`src/rtl/sync_fifo_param.sv`:
```
`default_nettype none
// +------------------------------------------------------------------------+
// | Module  : sync_fifo_param                                              |
// | Brief   : Single-clock FIFO, any depth, level flags, sticky errors,    |
// |           registered or first-word-fall-through read port.             |
// | Revision: 1.0 - initial parametrised release                           |
// +------------------------------------------------------------------------+
module sync_fifo_param #(
  parameter int DATA_W   = 8,
  parameter int DEPTH    = 9,
  parameter int AF_LEVEL = DEPTH - 1,
  parameter int AE_LEVEL = 1,
  parameter int FWFT     = 0,
  localparam int CW      = $clog2(DEPTH + 1)
) (
  input  logic              clk,
  input  logic              rst,
  input  logic              w_en,
  input  logic [DATA_W-1:0] data_in,
  input  logic              r_en,
  input  logic              clr_err,
  output logic [DATA_W-1:0] data_out,
  output logic              rd_valid,
  output logic [CW-1:0]     count,
  output logic              f_full,
  output logic              f_empty,
  output logic              almost_full,
  output logic              almost_empty,
  output logic              overflow,
  output logic              underflow
);

  localparam int PW = (DEPTH > 1) ? $clog2(DEPTH) : 1;
  localparam logic [PW-1:0] c_last_ptr = PW'(DEPTH - 1);
  localparam logic [CW-1:0] c_depth    = CW'(DEPTH);
  localparam logic [CW-1:0] c_af_level = CW'(AF_LEVEL);
  localparam logic [CW-1:0] c_ae_level = CW'(AE_LEVEL);

  if (DEPTH < 2 || AF_LEVEL < 1 || AF_LEVEL > DEPTH ||
      AE_LEVEL < 0 || AE_LEVEL >= DEPTH) begin : g_param_check
    $error("sync_fifo_param: illegal DEPTH/AF_LEVEL/AE_LEVEL combination");
  end

  logic [DATA_W-1:0] r_mem [DEPTH];
  logic [PW-1:0]     r_wptr;
  logic [PW-1:0]     r_rptr;
  logic [CW-1:0]     r_count;
  logic              r_overflow;
  logic              r_underflow;
  logic              w_wr_acc;
  logic              w_rd_acc;

  assign f_full       = (r_count == c_depth);
  assign f_empty      = (r_count == '0);
  assign almost_full  = (r_count >= c_af_level);
  assign almost_empty = (r_count <= c_ae_level);
  assign count        = r_count;
  assign overflow     = r_overflow;
  assign underflow    = r_underflow;

  // Acceptance uses the pre-edge flags, so a full FIFO rejects a write even when a read frees a slot.
  assign w_wr_acc = w_en & ~f_full;
  assign w_rd_acc = r_en & ~f_empty;

  always_ff @(posedge clk) begin
    if (w_wr_acc) r_mem[r_wptr] <= data_in;
  end

  always_ff @(posedge clk or posedge rst) begin
    if (rst) begin
      r_wptr      <= '0;
      r_rptr      <= '0;
      r_count     <= '0;
      r_overflow  <= 1'b0;
      r_underflow <= 1'b0;
    end else begin
      if (w_wr_acc) r_wptr <= (r_wptr == c_last_ptr) ? '0 : r_wptr + 1'b1;
      if (w_rd_acc) r_rptr <= (r_rptr == c_last_ptr) ? '0 : r_rptr + 1'b1;
      case ({w_wr_acc, w_rd_acc})
        2'b10:   r_count <= r_count + 1'b1;
        2'b01:   r_count <= r_count - 1'b1;
        default: r_count <= r_count;
      endcase
      // Set beats clear when both happen in one cycle.
      if (w_en & f_full)     r_overflow <= 1'b1;
      else if (clr_err)      r_overflow <= 1'b0;
      if (r_en & f_empty)    r_underflow <= 1'b1;
      else if (clr_err)      r_underflow <= 1'b0;
    end
  end

  if (FWFT != 0) begin : g_fwft
    assign data_out = r_mem[r_rptr];
    assign rd_valid = ~f_empty;
  end else begin : g_reg_read
    logic [DATA_W-1:0] r_data_out;
    logic              r_rd_valid;

    always_ff @(posedge clk or posedge rst) begin
      if (rst) begin
        r_data_out <= '0;
        r_rd_valid <= 1'b0;
      end else begin
        r_rd_valid <= w_rd_acc;
        if (w_rd_acc) r_data_out <= r_mem[r_rptr];
      end
    end

    assign data_out = r_data_out;
    assign rd_valid = r_rd_valid;
  end

endmodule
`default_nettype wire
```
`config.mk`:
```
export PLATFORM = sky130hd
export DESIGN_NAME = sync_fifo_param
export DESIGN_NICKNAME = d
export VERILOG_FILES = /design/src/rtl/sync_fifo_param.sv
export SDC_FILE = /design/constraint.sdc
export NUM_CORES = 1
export LEC_CHECK = 0
export BUFFER_PORTS_ARGS = -buffer_cell sky130_fd_sc_hd__buf_2
export CORE_AREA = 2 2 93 95
export CTS_BUF_LIST = sky130_fd_sc_hd__clkbuf_2
export DETAILED_ROUTE_END_ITERATION = 16
export DIE_AREA = 0 0 95 97
export PLACE_DENSITY_LB_ADDON = 0.12
export SYNTH_ARGS = -nofsm -noshare
export SYNTH_HDL_FRONTEND = slang
export SYNTH_SLANG_ARGS = --single-unit
```
`constraint.sdc`:
```
create_clock -name clk -period 2.4 [get_ports clk]
set_input_delay 0.48 -clock clk [delete_from_list [all_inputs] [get_ports clk]]
set_output_delay 0.48 -clock clk [all_outputs]
set_load 0.02 [all_outputs]
```
==> summary.md <==
| Metric | Value |
|---|---|
| Die X | 95 um |
| Dpl hpwl | 4550 um |
| R2r setup slk | 0.1 ns |
| Gpl congestion | 0.770 |
| CTS sink cnt | 95 |
| FILL cells | 645 |
| Yosys reg bits | 95 |
| Hold Crit Depth | 2 |
| Fin crit share | 95.9% |
| Largest net degree at the start of global routing | 24 |
| TritonCTS buffer count | 9 |
| Worst-Margin Slew | 0.748 ns |
| Reg2reg path depth | 6 |
| Worst Hold End | overflow |
| Die area | 9220 um2 |
| Final std cells w/o fill | 387 |
| Status | completed |
| XOR/XNOR share of the synthesized area | 0.883% |
| Highest Clock Rate | 435 MHz |
| Maxcap violations | 0 |
| Synth Area in Compound Gates | 3.41% |
| Clock Skews | 0.0208 ns |
| Vias in the first global route | 1930 |
| Adder-cell share of the synthesized area | 3.15% |
| Root Driver | clkbuf_2 |
| Mapped Cells | 235 |
| Die height | 97 um |
| Area delta synth->final | 10.8% |
| Core area | 8130 um2 |
| Crit path required time | 2.66 ns |
| Drt first pass iters | 4 |
| # diodes | 0 |
| Static leakage | 1.70 nW |
| Final wirelength | 6760 um |
| Drt wl/cell | 17.5 um |
| Cells along the critical path | buf_4 -> ha_1 -> nand3b_1 -> inv_1 -> nor3_1 -> and3_1 |
| Synth Area in Simple Gates | 5.36% |
| Synth cell types | 37 |
| Slowest-stage cell, CP | and3_1 |
| FF/Latch Area | 2740 um2 |
| Post-layout nets | 300 |
| Initial drt markers | 155 |
| Endpoints failing setup | 0 |
| Min Hold Slack | 0.0894 ns |
| GR Overflow Total | 0 |
| Hold Violations, Final | 0 |
| Max-slew headroom | 50.1% |
| Syn_nets | 258 |
| Total Routing Usage GR | 15.8% |
| Slew Limit Fails | 0 |
| Cell area after placement | 4250 um2 |
| Mux contribution to synthesized area | 15.0% |
| Clk slew on worst S/H paths | 0.28 ns |
| Seq/Total Area, Yosys | 69.0% |
| Main combinational cell family by area after synthesis | multiplexers |
| Post-route ant nets | 0 |
| TNS Setup | 0 ns |
| R2r startpoint | count[0] |
| Crit path largest cell delay | 0.50 ns |
| Pwr dens | 1120 nW/um2 |
| CP arrival | 2.56 ns |
| Total vias in the final route | 2010 |
| Avg Inst Size Synth | 16.9 um2 |
| VDD IR max | 338 uV |
| Synth Cell Area | 3970 um2 |
| Inst Count DP | 368 |
| Initial antenna violation count | 0 |
| Crit Reg-Reg Endpoint | r_mem[5][2] |
| CP Buf/Inv Count | 2 |
| Vias/cell | 5.19 |
| CP Capture Type | flip-flop |
| CTS tree | done |
| Design Area, Final | 4390 um2 |
| Remaining DRCs | 0 |
| CP top delay family | simple AND/OR/NAND/NOR gates |
| CTS Buffer Depth | 2 |
| Hold path start | clr_err |
| Layout cells sized above 1 | 26.2% |
| Multi-input logic area | 1120 um2 |
| First-pass GRT wire length | 10800 um |
| Rows | 33 |
| WS Path Type | reg -> reg |
| Initial core utilization | 48.8% |
| IO buf count | 31 |
| Final Power | 4.91 mW |
| I/O Pins | 32 |
| Crit Path Max Fanout | 8 |
| Worst setup SP type | flip-flop |
| Clock Latency Late Sink | 0.57 ns |
| Synth warn | 0 |
| Max H-tree Level | 3 |
| Fin crit period | 2.30 ns |
| Worst Hold Class | in -> reg |
[cells in the mapped netlist (all sizes together)]
master,n,area (um2)
a21o,1,7.51
a21oi,2,10.0
a22o,1,8.76
and2,3,18.8
and3,4,25.0
buf,6,60.1
clkbuf,4,15.0
dfrtp,23,576
edfxtp,72,2160
ha,10,125
inv,13,48.8
mux2,10,113
mux2i,9,90.1
mux4,16,394
nand2,16,60.1
nand2b,1,6.26
nand3,2,10.0
nand3b,1,7.51
nand4,2,12.5
nand4b,1,8.76
nor2,5,18.8
nor3,5,25.0
nor3b,1,7.51
nor4,1,6.26
o211ai,1,7.51
o21ai,19,95.1
o22ai,1,6.26
or3,1,6.26
xnor2,2,17.5
xor2,2,17.5
[per-layer routing]
| metal | vias to the layer above | GRT usage, % | routed length [um] |
|---|---|---|---|
| li1 | 981 | - | - |
| met1 | 983 | 24.3 | 3390 |
| met2 | 35 | 21.9 | 3020 |
| met3 | 11 | 3.27 | 218 |
| met4 | 0 | 6.80 | 132 |
| met5 | - | 0 | 0 |
[metrics by stage]
step	util [%]	setup slack (ns)
global placement	52.3	0.278
detailed placement	52.3	0.278
floorplan	-	0.0621
CTS	53.7	0.0935
finish	54.0	0.0992
global route	54.0	-0.0171
[kinds of logic after synthesis]
kind of cell,count (synthesis)
flip-flops,95
AND/OR/NAND/NOR,43
multiplexers,35
AO/OA/AOI/OAI,25
buffers and inverters,23
adder cells (fa/ha/maj),10
XOR/XNOR,4
[flip-flops by register name (all words and copies together), names as in the netlist]
register   flops
count          4
data_out       8
overflow       1
r_mem         72
r_rptr         4
r_wptr         4
rd_valid       1
underflow      1
[worst max path at each step]
stage              from     endpoint  slack, ns  cells after the start
2_1_floorplan  count[0]     count[3]       0.06                     10
3_3_place_gp   count[1]  r_mem[5][7]       0.28                      6
3_5_place_dp   count[1]  r_mem[5][7]       0.28                      6
4_1_cts        count[0]      f_empty       0.09                      4
5_1_grt        count[0]      f_empty      -0.02                      4
6_report       count[0]  r_mem[5][2]        0.1                      6
[cell type report]
cell class | count | area share, %
repair buffers | 41 | 5.64
inverters | 13 | 1.11
well taps | 105 | 2.99
flip-flops and latches | 95 | 62.3
clock buffers | 9 | 1.03
clock inverters | 7 | 1.40
multi-input cells | 117 | 25.5
[cell usage in the layout, fill, tap and decap left out, drive strengths merged]
cell type	n
nand3b	1
and2	3
o21ai	19
xor2	2
nand4b	1
nand2	16
xnor2	2
dlygate4sd3	1
mux2	10
o22ai	1
nand2b	1
o211ai	1
a22o	1
or3	1
and3	4
a21oi	2
edfxtp	72
a21o	1
nor2	5
clkbuf	9
buf	40
mux4	16
clkinv	2
nor3b	1
nand4	2
nand3	2
mux2i	9
inv	18
nor3	5
nor4	1
dfrtp	23
ha	10
[what timing repair did]
action	4_1_cts	5_1_grt
setup endpoints to repair	0	1
gates resized for setup	0	2
setup buffers	0	2
hold endpoints to repair	23	0
hold buffers	1	0
[report_power, final]
group	leakage, nW	internal [mW]	switching [mW]
Combinational	0.695	0.849	0.901
Clock	0.0688	0.164	0.594
Sequential	0.932	2.10	0.301
No activity file was read; power rests on OpenSTA's default activity.
